<file path="src/rtl/patch_rotation_ctrl.sv">
// patch_rotation_ctrl
// Sequences one explicit time-stepping sweep over a three-patch sample memory.
// For every node it reads the current and previous samples, offers them to
// the compute engine, waits for the new sample and writes it into the "next"
// patch. After the last node the three patch roles rotate, so no data is ever
// copied between patches.
//
// Memory timing: mem_addr/mem_patch are driven combinationally from the state
// during RD_CUR, RD_PREV and WR and otherwise hold their last value. The memory
// returns read data one cycle after the address. Consequently the cur sample
// arrives during RD_PREV and the prev sample arrives during the first OFFER
// cycle. In that first cycle u_prev is forwarded straight from mem_rdata and
// registered at the same time, which keeps it stable for the rest of the offer.
module patch_rotation_ctrl #(
    parameter int PATCH_SIZE = 16,
    parameter int DATA_W     = 18
) (
    input  logic              clk,
    input  logic              rst_n,
    input  logic              start,
    input  logic [7:0]        num_steps,
    output logic              busy,
    output logic              done,
    output logic [3:0]        mem_addr,
    output logic [1:0]        mem_patch,
    output logic              mem_we,
    output logic [DATA_W-1:0] mem_wdata,
    input  logic [DATA_W-1:0] mem_rdata,
    output logic              node_valid,
    input  logic              node_ready,
    output logic [DATA_W-1:0] u_cur,
    output logic [DATA_W-1:0] u_prev,
    output logic [3:0]        node_idx,
    input  logic              res_valid,
    input  logic [DATA_W-1:0] res_data
);

    localparam logic [3:0] LAST_ADDR = 4'(PATCH_SIZE - 1);

    typedef enum logic [2:0] {
        S_IDLE,
        S_RD_CUR,
        S_RD_PREV,
        S_OFFER,
        S_WAIT_RES,
        S_WR,
        S_ROTATE
    } state_t;

    state_t state, state_nxt;

    // Patch roles; they survive between runs so a new start continues the rotation.
    logic [1:0] role_cur, role_prev, role_next;

    logic [3:0] addr;
    logic [7:0] step_cnt;
    logic [7:0] step_inc;
    logic [7:0] steps_q;

    logic signed [DATA_W-1:0] u_cur_q;
    logic signed [DATA_W-1:0] u_prev_q;
    logic signed [DATA_W-1:0] res_q;
    logic                     offer_first;

    logic [3:0] addr_hold;
    logic [1:0] patch_hold;
    logic       done_q;

    assign step_inc = step_cnt + 8'd1;

    // State register
    always_ff @(posedge clk or negedge rst_n) begin
        if (!rst_n) begin
            state <= S_IDLE;
        end else begin
            state <= state_nxt;
        end
    end

    // Next-state decode
    always_comb begin
        state_nxt = state;
        case (state)
            S_IDLE: begin
                if (start && (num_steps != 8'd0)) begin
                    state_nxt = S_RD_CUR;
                end
            end
            S_RD_CUR:  state_nxt = S_RD_PREV;
            S_RD_PREV: state_nxt = S_OFFER;
            S_OFFER: begin
                if (node_ready) begin
                    state_nxt = S_WAIT_RES;
                end
            end
            S_WAIT_RES: begin
                if (res_valid) begin
                    state_nxt = S_WR;
                end
            end
            S_WR: begin
                if (addr == LAST_ADDR) begin
                    state_nxt = S_ROTATE;
                end else begin
                    state_nxt = S_RD_CUR;
                end
            end
            S_ROTATE: begin
                if (step_inc == steps_q) begin
                    state_nxt = S_IDLE;
                end else begin
                    state_nxt = S_RD_CUR;
                end
            end
            default: state_nxt = S_IDLE;
        endcase
    end

    // Outputs decoded from the current state; memory address holds between accesses
    always_comb begin
        busy       = (state != S_IDLE);
        node_valid = (state == S_OFFER);
        mem_we     = (state == S_WR);
        mem_addr   = addr_hold;
        mem_patch  = patch_hold;
        case (state)
            S_RD_CUR: begin
                mem_addr  = addr;
                mem_patch = role_cur;
            end
            S_RD_PREV: begin
                mem_addr  = addr;
                mem_patch = role_prev;
            end
            S_WR: begin
                mem_addr  = addr;
                mem_patch = role_next;
            end
            default: ;
        endcase
        u_prev = (state == S_OFFER && offer_first) ? mem_rdata : u_prev_q;
    end

    assign u_cur     = u_cur_q;
    assign mem_wdata = res_q;
    assign node_idx  = addr;
    assign done      = done_q;

    // Remember the last presented memory address so it holds outside access states
    always_ff @(posedge clk or negedge rst_n) begin
        if (!rst_n) begin
            addr_hold  <= '0;
            patch_hold <= '0;
        end else begin
            addr_hold  <= mem_addr;
            patch_hold <= mem_patch;
        end
    end

    // Node address and step bookkeeping
    always_ff @(posedge clk or negedge rst_n) begin
        if (!rst_n) begin
            addr     <= '0;
            step_cnt <= '0;
            steps_q  <= '0;
        end else begin
            case (state)
                S_IDLE: begin
                    if (start) begin
                        addr     <= '0;
                        step_cnt <= '0;
                        steps_q  <= num_steps;
                    end
                end
                S_WR: begin
                    if (addr != LAST_ADDR) begin
                        addr <= addr + 4'd1;
                    end
                end
                S_ROTATE: begin
                    addr     <= '0;
                    step_cnt <= step_inc;
                end
                default: ;
            endcase
        end
    end

    // Rotate the three patch roles at the end of every step
    always_ff @(posedge clk or negedge rst_n) begin
        if (!rst_n) begin
            role_cur  <= 2'd0;
            role_prev <= 2'd1;
            role_next <= 2'd2;
        end else if (state == S_ROTATE) begin
            role_prev <= role_cur;
            role_cur  <= role_next;
            role_next <= role_prev;
        end
    end

    // Capture samples from memory and the result from the compute engine
    always_ff @(posedge clk or negedge rst_n) begin
        if (!rst_n) begin
            u_cur_q     <= '0;
            u_prev_q    <= '0;
            res_q       <= '0;
            offer_first <= 1'b0;
        end else begin
            offer_first <= (state == S_RD_PREV);
            if (state == S_RD_PREV) begin
                u_cur_q <= mem_rdata;
            end
            if (state == S_OFFER && offer_first) begin
                u_prev_q <= mem_rdata;
            end
            if (state == S_WAIT_RES && res_valid) begin
                res_q <= res_data;
            end
        end
    end

    // Completion pulse: immediate for a zero-step request, else after the final rotate
    always_ff @(posedge clk or negedge rst_n) begin
        if (!rst_n) begin
            done_q <= 1'b0;
        end else begin
            done_q <= ((state == S_IDLE) && start && (num_steps == 8'd0)) ||
                      ((state == S_ROTATE) && (step_inc == steps_q));
        end
    end

endmodule

</file>
<file path="config.mk">
export PLATFORM = sky130hd
export DESIGN_NAME = patch_rotation_ctrl
export DESIGN_NICKNAME = d
export VERILOG_FILES = /design/src/rtl/patch_rotation_ctrl.sv
export SDC_FILE = /design/constraint.sdc
export NUM_CORES = 1
export LEC_CHECK = 0
export CAP_MARGIN = 20
export CORE_MARGIN = 3
export CORE_UTILIZATION = 42
export CTS_CLUSTER_DIAMETER = 80
export DETAILED_ROUTE_END_ITERATION = 6
export GPL_TIMING_DRIVEN = 0
export PLACE_DENSITY = 0.76
export SYNTH_ARGS = -nofsm -noshare
export SYNTH_HDL_FRONTEND = slang
export SYNTH_SLANG_ARGS = --single-unit
</file>
<file path="constraint.sdc">
create_clock -name clk -period 1.7 [get_ports clk]
set_input_delay 0.34 -clock clk [delete_from_list [all_inputs] [get_ports clk]]
set_output_delay 0.34 -clock clk [all_outputs]
set_load 0.01 [all_outputs]
</file>
Word level (Yosys, flattened, before mapping)
Cells that the tools add are included.
{"block": "word_totals", "out_inout_bits": 68, "wordCells": 62, "inputBits": 49, "reg_bits": 91}
{"block": "classes", "n_eq_ne": 14, "reduce_logical": 18, "n_addsub": 2, "mux": 14}
{"op": "case mux 3 bit (7 select lines)", "count": 1}
{"op": "2-to-1 mux 18 bit", "count": 1}
{"op": "case mux 8 bit (2 select lines)", "count": 1}
{"op": "2-to-1 mux 3 bit", "count": 4}
{"op": "2-to-1 mux 4 bit", "count": 3}
{"op": "case mux 4 bit (3 select lines)", "count": 1}
{"op": "== test 3 bit, second input constant", "count": 3}
{"op": "adder 8 x 1 -> 8 bit, second input constant", "count": 1}
{"op": "== test 8 bit", "count": 1}
{"op": "logical NOT 8 bit", "count": 1}
{"op": "2-to-1 mux 8 bit", "count": 1}
{"op": "nonzero test 8 bit", "count": 1}
{"op": "== test 3 x 2 -> 1 bit, second input constant", "count": 2}
{"op": "logical AND 1 bit", "count": 6}
{"op": "!= test 2 bit, second input constant", "count": 3}
{"op": "case mux 2 bit (3 select lines)", "count": 1}
{"op": "AND reduction 3 bit", "count": 2}
{"op": "nonzero test 3 bit", "count": 2}
{"op": "adder 4 x 1 -> 4 bit, second input constant", "count": 1}
{"op": "== test 4 bit, second input constant", "count": 1}
{"op": "!= test 2 x 1 -> 1 bit, second input constant", "count": 2}
{"op": "!= test 4 bit, second input constant", "count": 1}
{"op": "AND reduction 2 bit", "count": 2}
{"op": "== test 3 x 1 -> 1 bit, second input constant", "count": 1}
{"op": "other kinds (5)", "count": 5}

Depth between registers and ports, before layout
{"block": "depth", "ltp_word": 4, "depth_mapped": 7, "depth_no_buf": 6}

Worst setup path before layout
No wires, ideal clock.
{"block": "synth_path", "path_type": "register -> output", "startpoint": "register state[1]", "endpoint": "output u_prev[10]", "arrival_ns": 1.522, "path_slack_ns": -0.162, "required_ns": 1.360, "path_stages_with_launch": 7, "path_buffers": 1, "cell_sequence": "dfrtp_1 > and2b_1 > nand2_1 > inv_2 > nand2_2 > buf_2 > mux2_2"}
{"block": "synth_via", "elab_chain_len": 3}
{"item": "from (decl)", "line_no": "50", "source": "state_t state, state_nxt;"}
{"item": "from (signal assigned)", "line_no": "76", "source": "state <= state_nxt;"}
{"item": "== test 3 x 2 -> 1 bit"}
{"item": "net node_valid", "line_no": "29", "source": "output logic node_valid,"}
{"item": "logical AND 1 bit", "line_no": "141", "source": "u_prev = (state == S_OFFER && offer_first) ? mem_rdata : u_prev_q;"}
{"item": "2-to-1 mux 18 bit"}
{"item": "to (decl)", "line_no": "32", "source": "output logic [DATA_W-1:0] u_prev,"}
The timed path passes the listed nets, and every way through them passes these cells.

Worst setup path after layout
{"block": "layout_path", "startpoint": "register state[1]", "endpoint": "output mem_patch[1]"}
{"block": "layout_via", "elab_chain_len": 2, "word_cells_on_any_way": 4, "cone_classes": "eq/ne (3); mux (1)"}
{"item": "== test 3 bit, or another cell as far along", "line_no": "126", "source": "case (state)"}
{"item": "case mux 2 bit (3 select lines) (*)", "line_no": "126"}
{"item": "to (decl)", "line_no": "25", "source": "output logic [1:0] mem_patch,"}
Every way passes the cells marked *; elsewhere a longest branch is shown, timed or not.

==> flow_summary.ini <==
[yosys]
yosys_warnings = 0
yosysTopAreaCellShare = 0.5722
ys_seq_area_frac = 0.5857
yosysTopAreaCell = dfrtp_1
synth.most_common_cell = dfrtp_1
synth.net_count = 350
muxShareOfSynthArea = 0.2096
ys_ff_latch = 91
synth_flop_cell = dfrtp_1
synth_compound_area_frac = 0.05593
syn_inst = 299
synthAdderAreaFrac = 0.006429
synthTopCellsByArea = dfrtp_1, mux2_2, nand2_1, xnor2_1, o21ai_0
synth_xor_area_frac = 0.02700
syn-cell-area_um2 = 3892
ys_top_cells_by_count = dfrtp_1, mux2_2, nand2_1, o21ai_0
synth_top_family_by_area = multiplexers
yosys.area_share.simple = 0.09450
ys_async_sr_fraction = 1.000
avgSynthCellArea_um2 = 13.02
synth.distinct_cells = 44
synth-edff-count = 0

[hold_path]
hold_class = in -> async

[critical_path]
critPathMaxStageDelay_ns = 0.43
critical-path-slowest-cell = dfrtp_1
critPathCaptureType = output port
rr_endpoint = node_idx[0]
crit_path_frequent_cell = buf_4
setup.worst_path.start_class = flip-flop
worstReg2RegStart = state[1]
r2r_cells = 9
reg2reg_slack_ns = -0.39
worstPathMaxFanout = 3
cp_cell_sequence = and2b_2 > buf_4 > buf_6 > buf_4 > mux2i_1 > o21ai_2 > buf_2
worstSetupPathType = reg -> out
cp.required_ns = 1.36
critPathArrivalTime_ns = 1.89

[sta]
slew_violations = 0
fin_crit_ns = 2.229
timing.slew.headroom = 0.6352
tightest_slew_ns = 0.5422
timing.fmax_mhz = 448.5
hold_viol_final = 0
setup_viol = 72
period_share = 1.311
fin_ws_ns = -0.5295
rsz0062_at_grt = yes
fin_skew_ns = 0.01784
setup_tns_ns = -23.46

[placed_design]
portBuffers = 116
dp_hpwl_um = 6529
gp_congestion = 0.7739
placed_cell_area_um2 = 5228
dp_slack_ns = -0.6473

[detailed_routing]
wl_met2_um = 5708
drc = 0
drt-met1-wl_um = 4243
detail_route.vias_per_cell = 5.264
routed.top_layer = met4
wirelength_um = 10670
drtPass1Iterations = 4
post_drt_wl_per_cell_um = 18.18
ant_nets = 0
dr_wl_met3_um = 506
vias = 3090
dr.first_iter.drc_count = 106

[pwr]
peakVddDrop_uv = 1093
p_leak_nw = 2.939
p_per_area_nw_per_um2 = 1818
finalPower_mw = 11.53

[cts]
cts_root_buffer = clkbuf_8
numCtsBuffers = 9
clockBufferDepth = 2
clk_latency_ns = 0.36
clkSlewWorstSetupHoldPaths_ns = 0.10
cts_tree = done
htree_levels = 3
clock_sinks = 91

[global_routing]
antenna_found_initial = 0
grt_max_degree = 64
track_usage = 0.1999
grt_pass1_vias = 3304
grt_overflow = 0
grt_first_pass_wirelength_um = 16270

[layout]
drive_above_1_share = 0.4405
fin_area_um2 = 6340
layout.nets = 525
nFillCells = 597
areaGrowthSynthToFinish_pct = 62.87
antenna_cells = 0
fin_util = 0.7165
ff_latch_area_um2 = 2286
multiInputGateArea_um2 = 1852

[floorplanning]
initial_core_util = 0.4399
die_h_um = 102.3
fp.dieW_um = 102.3
ios = 117
coreArea_um2 = 8848
die-area_um2 = 10460
rows = 34

[outcome]
violations = negative setup slack
status = complete, but fails checks

[run]
max_cap_violations = 0
-- flip-flops by register name, indices dropped and copies added (netlist names), 2 cells and up --
| signal | count |
|---|---|
| mem_wdata | 18 |
| u_cur | 18 |
| u_prev_q | 18 |
| step_cnt | 8 |
| steps_q | 8 |
| addr_hold | 4 |
| node_idx | 4 |
| state | 3 |
| patch_hold | 2 |
| role_cur | 2 |
| role_next | 2 |
| role_prev | 2 |
-- critical path, delay by kind of cell, from the launching register on --
family	cells	cell delay, ns
AO/OA/AOI/OAI	1	0.19
flip-flops	1	0.43
multiplexers	1	0.14
AND/OR/NAND/NOR	1	0.23
buffers and inverters	4	0.55
-- cell families (layout without fill, tap and decap cells) --
kind of cell	after synthesis	after routing
AO/OA/AOI/OAI	33	33
multiplexers	73	73
buffers and inverters	17	197
adder cells (fa/ha/maj)	2	2
flip-flops	91	91
XOR/XNOR	12	12
AND/OR/NAND/NOR	71	71
-- placed cells by master, fill, tap and decap left out, types with 3 or more instances in the layout --
cell and instances:
mux2_1 4, mux2i_1 4, clkbuf_8 9, buf_4 26, nor2_4 4, dlymetal6s2s_1 3, nand3_1 7, mux2_4 45
dfrtp_2 5, and3_4 3, buf_6 51, o21ai_1 7, clkdlybuf4s50_1 85, mux2_2 19, buf_8 4, a21oi_1 6
nor2_1 4, xnor2_1 7, dfrtp_1 84, xor2_1 5, nand2_1 29
-- area by class of cell --
| class | count | share of cell area |
|---|---|---|
| Sequential cell | 91 | 0.3606 |
| Multi-Input combinational cell | 191 | 0.2921 |
| Timing Repair Buffer | 167 | 0.2725 |
| Tap cell | 108 | 0.02131 |
| Clock buffer | 10 | 0.02013 |
| Buffer | 10 | 0.01776 |
| Clock inverter | 6 | 0.01125 |
| Inverter | 4 | 0.004342 |
-- stage by stage --
stage	hold WS, ns	instances
floorplan	0.04441	299
global placement	0.4589	523
detailed placement	0.2996	524
CTS	0.4499	578
global route	0.4974	587
finish	0.4601	587
-- report_power, final --
part	switching, mW	internal, mW
logic	2.56	3.90
registers	0.513	3.06
clock network	0.801	0.694
total	3.88	7.65
-- routing by layer --
| metal | up-vias | track usage |
|---|---|---|
| met3 | 14 | 0.04232 |
| met2 | 78 | 0.3468 |
| li1 | 1405 | - |
| met4 | 0 | 0.07164 |
| met1 | 1593 | 0.2466 |
| met5 | - | 0 |
-- worst max path at each step --
stage	start	to	depth (start not counted)
floorplan	state[1]	u_prev[10]	6
global placement	rst_n	mem_wdata[15]	1
detailed placement	state[1]	u_prev[8]	7
CTS	state[2]	u_prev[8]	8
global route	state[1]	mem_patch[1]	7
finish	state[1]	mem_patch[1]	7
-- what timing repair did --
action                                 CTS  global route
resized for setup                      252            41
setup buffers                           36            14
endpoints found under the hold margin   27             0
cloned                                   3             0
setup endpoints to repair               71            76
pin swaps                               14            12
hold buffers                             1             0
(Power assumes the default switching activity.)
==> patch 1, RTL diff (config.mk and constraints unchanged) <==
Reset style: synchronous (`rst_n`), changed in 6 clocked blocks.
--- a/src/rtl/patch_rotation_ctrl.sv
+++ b/src/rtl/patch_rotation_ctrl.sv
@@ -70,5 +70,5 @@
 
     // State register
-    always_ff @(posedge clk or negedge rst_n) begin
+    always_ff @(posedge clk) begin
         if (!rst_n) begin
             state <= S_IDLE;
@@ -148,5 +148,5 @@
 
     // Remember the last presented memory address so it holds outside access states
-    always_ff @(posedge clk or negedge rst_n) begin
+    always_ff @(posedge clk) begin
         if (!rst_n) begin
             addr_hold  <= '0;
@@ -159,5 +159,5 @@
 
     // Node address and step bookkeeping
-    always_ff @(posedge clk or negedge rst_n) begin
+    always_ff @(posedge clk) begin
         if (!rst_n) begin
             addr     <= '0;
@@ -188,5 +188,5 @@
 
     // Rotate the three patch roles at the end of every step
-    always_ff @(posedge clk or negedge rst_n) begin
+    always_ff @(posedge clk) begin
         if (!rst_n) begin
             role_cur  <= 2'd0;
@@ -201,5 +201,5 @@
 
     // Capture samples from memory and the result from the compute engine
-    always_ff @(posedge clk or negedge rst_n) begin
+    always_ff @(posedge clk) begin
         if (!rst_n) begin
             u_cur_q     <= '0;
@@ -222,5 +222,5 @@
 
     // Completion pulse: immediate for a zero-step request, else after the final rotate
-    always_ff @(posedge clk or negedge rst_n) begin
+    always_ff @(posedge clk) begin
         if (!rst_n) begin
             done_q <= 1'b0;
Behaviour: differs if rst_n is asserted again (counterexample within 4 cycles, from zero or initial values and one cycle with rst_n low); with rst_n held inactive, the same outputs for 10 cycles.
==> patch 1 against the unedited design <==
The flow still finishes with violations (setup timing). Critical path depth decreased by 1. Design area decreased by 1.1%. Clock skew decreased by 0.0085 ns. Sequential cell count unchanged. Synthesized area increased by 5.1%. Wire length increased by 7.7%. Setup slack improved by 0.11 ns. First-iteration DRC count decreased by 4.7%. Sequential share of layout area decreased by 6.7 points. Utilization decreased by 4.7 points. Critical path type unchanged.
Power is not compared: it rests on default switching activity, and its combinational part moved more than twofold at a synthesized area within 25%.
==> patch 1: results <==
[layout]
nets = 666
drive_above_1_share_pct = 27.1
fillers = 747
layoutNonFillerInstCount = 749

[detailed_routing]
wl_met1_microns = 4890
wl_met2_microns = 5690
via_per_inst = 5.13
routedWlPerCell_microns = 15.3
met3WireLength_microns = 635
initialDrtViolationCount = 101

[critical_path]
max_stage_delay_ns = 0.33
regToRegSetupSlack_ns = 0
cp.arrival_ns = 1.78
critPathMaxFanout = 5
path_delay_family = buffers and inverters
reg2reg_depth = 10
r2r_start = state[0]$_SDFFE_PN0P_
crit_slowest_cell = dfxtp_2
r2r-end = node_idx[3]$_SDFFE_PN0P_

[clocking]
h-tree-depth = 3
path_clk_slew_ns = 0.09
cts_buffers = 9
root_buffer = clkbuf_8
clockBufferDepth = 2

[timing]
slew_headroom_pct = 59.2
setup_slack_ns = -0.420
skew_ns = 0.00937
setup_viol = 28
fin_tns_setup_ns = -9.30
whs_ns = 0.456

[global_route]
grt_max_degree = 15
grt_pass1_vias = 3819
grt.total_usage_pct = 20.3
grt_pass1_wl_microns = 18500

[hold_path]
min_delay_worst_endpoint = mem_wdata[13]$_SDFFE_PN0P_
worstHoldStart = mem_wdata[13]$_SDFFE_PN0P_
hold-path-cell-count = 2
min_path_type = reg -> reg

[synthesis]
synth_area_leaders = dfxtp_1 (45%), a21boi_0 (10%), nand2_1 (9.9%)
async_flop_share_pct = 0
synthesis.nets = 507
synth_commonest_cells = nand2_1 (108), dfxtp_1 (91), a21boi_0 (57)
ys.flop_type = dfxtp_1
synth_cells = 456
seq_area_frac_synth_pct = 44.5
yosys_warnings = 0
synth_cell_types = 54
synth-edff-count = 0

[placement]
gp_congestion = 0.799
dp_cells = 700
pre_cts_ws_ns = -0.715
portBuffers = 115
post-dp-hpwl_microns = 7860

[pwr]
leakage_nw = 2.46
max-vdd-ir-drop_uv = 444

[outcome]
status = finished, violations left
violations = setup timing

[flow_run]
maxCapViolations = 0
patch 1: power by group:
part / internal [mW] / leakage (nW) / switching, mW
Clock: 0.908 / 0.113 / 0.745
Combinational: 0.750 / 1.61 / 0.617
Sequential: 2.23 / 0.743 / 0.0751
Total: 3.89 / 2.46 / 1.44
patch 1: area by class of cell:
| cell class | instances | area share [%] |
|---|---|---|
| Timing Repair Buffer | 151 | 24.3 |
| Inverter | 3 | 0.259 |
| Tap cell | 129 | 2.57 |
| Multi-Input combinational cell | 332 | 36.6 |
| Buffer | 27 | 3.23 |
| Clock inverter | 4 | 1.16 |
| Clock buffer | 12 | 2.47 |
| Sequential cell | 91 | 29.4 |
patch 1: cell families after synthesis:
logic type	synth area share, %
compound gates	17.1
buf+inv	4.16
simple gates	24.6
fa+ha+maj	0.612
xor+xnor	2.05
flops	44.5
mux	6.97
patch 1: how the worst max path moves through the flow:
stage | start | endpoint | slack (ns)
6_report | state[2]$_SDFFE_PN0P_ | u_prev[8] | -0.42
5_1_grt | state[2]$_SDFFE_PN0P_ | u_prev[8] | -0.49
4_1_cts | state[1]$_SDFFE_PN0P_ | u_prev[16] | -0.56
3_5_place_dp | state[0]$_SDFFE_PN0P_ | mem_addr[3] | -0.72
3_3_place_gp | state[0]$_SDFFE_PN0P_ | mem_addr[3] | -0.66
2_1_floorplan | state[1]$_SDFFE_PN0P_ | u_prev[8] | -0.02
patch 1: worst reg2reg max path, stage by stage, from the launching register on:
cell,delay [ns]
dfxtp_2,0.35
buf_8,0.13
buf_6,0.11
buf_6,0.12
nor4b_4,0.31
buf_4,0.19
buf_6,0.10
nor2_4,0.04
buf_4,0.14
nand2_2,0.06
nor2_1,0.05
patch 1: what timing repair did:
item,in CTS,in global routing
hold buffers,0,0
pin swaps,11,18
buffers inserted,19,18
cloned,1,1
gates resized for setup,181,67
endpoints found under the setup margin,72,70
patch 1: stage by stage:
| stage | util, % | total power, mW | instance area [sq um] |
|---|---|---|---|
| global placement | 57.7 | 3.28 | 5410 |
| floorplan | - | 2.86 | 4100 |
| finish | 66.9 | 5.33 | 6270 |
| global route | 66.9 | 5.55 | 6270 |
| detailed placement | 57.7 | 3.31 | 5410 |
| CTS | 64.0 | 5.17 | 6000 |
patch 1: routing by layer:
metal	global-route usage [%]	up-vias
met1	24.7	1815
li1	-	1879
met2	35.3	126
met4	7.50	0
met5	0	-
met3	4.08	25
==> patch 2, RTL diff (same settings) <==
Without the edit above. Change the parameter `DATA_W` from 18 to 22.
--- a/src/rtl/patch_rotation_ctrl.sv
+++ b/src/rtl/patch_rotation_ctrl.sv
@@ -14,5 +14,5 @@
 module patch_rotation_ctrl #(
     parameter int PATCH_SIZE = 16,
-    parameter int DATA_W     = 18
+    parameter int DATA_W     = 22
 ) (
     input  logic              clk,
Ports: changed (5 resized); port bits go from 117 to 137. No check against the original RTL was run, so the function may have changed too.
==> patch 2 against the unedited design <==
Register-to-register slack improved by 0.28 ns. Total power increased by 14%. Highest routed layer unchanged. Critical path depth increased by 1. Largest cell class unchanged. Setup slack got worse by 0.0075 ns. Maximum frequency decreased by 0.34%. Largest power group unchanged. Design area increased by 11%. The run still ends with setup timing left. Wire length increased by 12%. Sequential cell count increased by 12. Synthesized area increased by 14%. Synthesized cell count increased by 10%.
==> patch 2: results <==
[outcome]
status = finished, violations left
violations = setup timing

[critical_path]
critPathMaxFanout = 3
cp.arrival_ns = 1.90
r2r_start = state[2]$_DFFE_PN0P_
r2r-end = node_idx[0]$_DFFE_PN0P_
regToRegSetupSlack_ns = -0.11
reg2reg_depth = 7

[detailed_routing]
vias = 3365
dr.pass1.iters = 4
initialDrtViolationCount = 92
routed_wl_microns = 11900
ant_nets = 0

[hold_path]
min_delay_worst_endpoint = role_next[1]$_DFFE_PN1P_
worstHoldStart = role_next[1]$_DFFE_PN1P_
hold-path-cell-count = 2
min_path_type = reg -> reg

[synthesis]
synth_area_leaders = dfrtp_1 (57%), mux2_2 (13%), mux2_4 (6.8%)
ys.flop_type = dfrtp_1
synthAdderAreaFrac_pct = 0.563
synth.area.mux_share_pct = 22.6
synth-compound-area-share_pct = 5.52
seq_area_frac_synth_pct = 58.1
synth_cell_types = 50
synth_xor_area_share_pct = 1.97
yosys_warnings = 0
synth_commonest_cells = dfrtp_1 (101), mux2_2 (53), nand2_1 (34)
async_flop_share_pct = 100
synthesis.nets = 388

[clocking]
clockBufferDepth = 2
h-tree-depth = 3
clock_latency_ns = 0.38
cts_buffers = 9
root_buffer = clkbuf_8
path_clk_slew_ns = 0.10

[global_route]
grt.total_usage_pct = 19.9
antenna_found_initial = 0
grt_max_degree = 67
grt_pass1_wl_microns = 17900
grt_pass1_vias = 3602

[layout]
fillers = 694
drive_above_1_share_pct = 41.0
nets = 577
n_antenna_cell = 0

[timing]
setup_viol = 40
setup_slack_ns = -0.537
skew_ns = 0.00855
whs_ns = 0.475
tightest_slew_ns = 0.518
fin_tns_setup_ns = -14.23

[placement]
pre_cts_ws_ns = -0.574
portBuffers = 136
postPlaceCellArea_sq_um = 6020
post-dp-hpwl_microns = 7630
gp_congestion = 0.820

[pwr]
leakage_nw = 3.29
max-vdd-ir-drop_uv = 1310

[flow_run]
maxCapViolations = 0
## patch 2: cell count changes after synthesis, moves of 4 or more
cell | before | now
a31oi_1 | 0 | 4
mux2_4 | 0 | 20
dfrtp_1 | 89 | 101
mux2_2 | 64 | 53
## patch 2: report_power, final
group	internal [mW]	switching [mW]	total, mW
combinational	4.39	2.89	7.28
sequential	3.52	0.574	4.10
clock	0.882	0.873	1.75
## patch 2: metal layers
layer / part of all wire [%] / vias up / global-route usage, %
li1: - / 1541 / -
met1: 37 / 1698 / 22.3
met2: 52 / 114 / 34.0
met3: 9.2 / 12 / 9.59
met4: 1.6 / 0 / 4.96
met5: 0 / - / 0
## patch 2: cell families (layout without fill, tap and decap cells)
kind of cell               after synthesis  in the layout
AOI/OAI and AO/OA                       38             38
xor gates and xnor gates                10             10
adders and majority gates                2              2
buffers and inverters                   19            212
DFF                                    103            103
muxes                                   83             83
and+or+nand+nor                         74             74
## patch 2: metrics by stage
stage                     util, %  power, mW  instances
final                        70.2       13.1        655
after global routing         70.2       13.9        655
after CTS                    65.9       12.4        643
after detailed placement     60.0       9.84        599
after global placement       59.7       9.69        598
after floorplan                 -       7.08        329
## patch 2: repair_timing
action                                 CTS  global route
resized for setup                      175            95
hold buffers                             1             0
endpoints found under the hold margin   37             0
gates cloned                             2             2
setup endpoints to repair               59            81
pin swaps                                4            14
setup buffers                           28            11
## patch 2: critical path: stages, from the launching register on
cell	delay (ns)
dfrtp_1	0.40
nand2b_4	0.17
buf_12	0.13
nor2_4	0.10
a21oi_4	0.05
buf_6	0.13
buf_6	0.10
mux2_4	0.30
buf_6	0.12
## patch 2: layout make-up
type | instances | area (sq um) | area share [%]
clock buffer | 10 | 138 | 1.95
tap | 133 | 166 | 2.36
inverter | 3 | 21.3 | 0.302
sequential | 103 | 2580 | 36.6
buffer | 14 | 164 | 2.32
timing repair buffer | 180 | 1890 | 26.8
clock inverter | 5 | 90.1 | 1.28
multi-input combinational | 207 | 2000 | 28.3
## patch 2: how the worst max path moves through the flow
| stage | endpoint | start | depth (start not counted) |
|---|---|---|---|
| after floorplan | u_prev[10] | state[2]$_DFFE_PN0P_ | 6 |
| after global placement | u_cur[10]$_DFFE_PN0P_ | rst_n | 1 |
| after detailed placement | u_prev[2] | state[1]$_DFFE_PN0P_ | 7 |
| after CTS | u_prev[10] | state[2]$_DFFE_PN0P_ | 7 |
| after global routing | mem_addr[0] | state[2]$_DFFE_PN0P_ | 8 |
| final | mem_addr[0] | state[2]$_DFFE_PN0P_ | 8 |
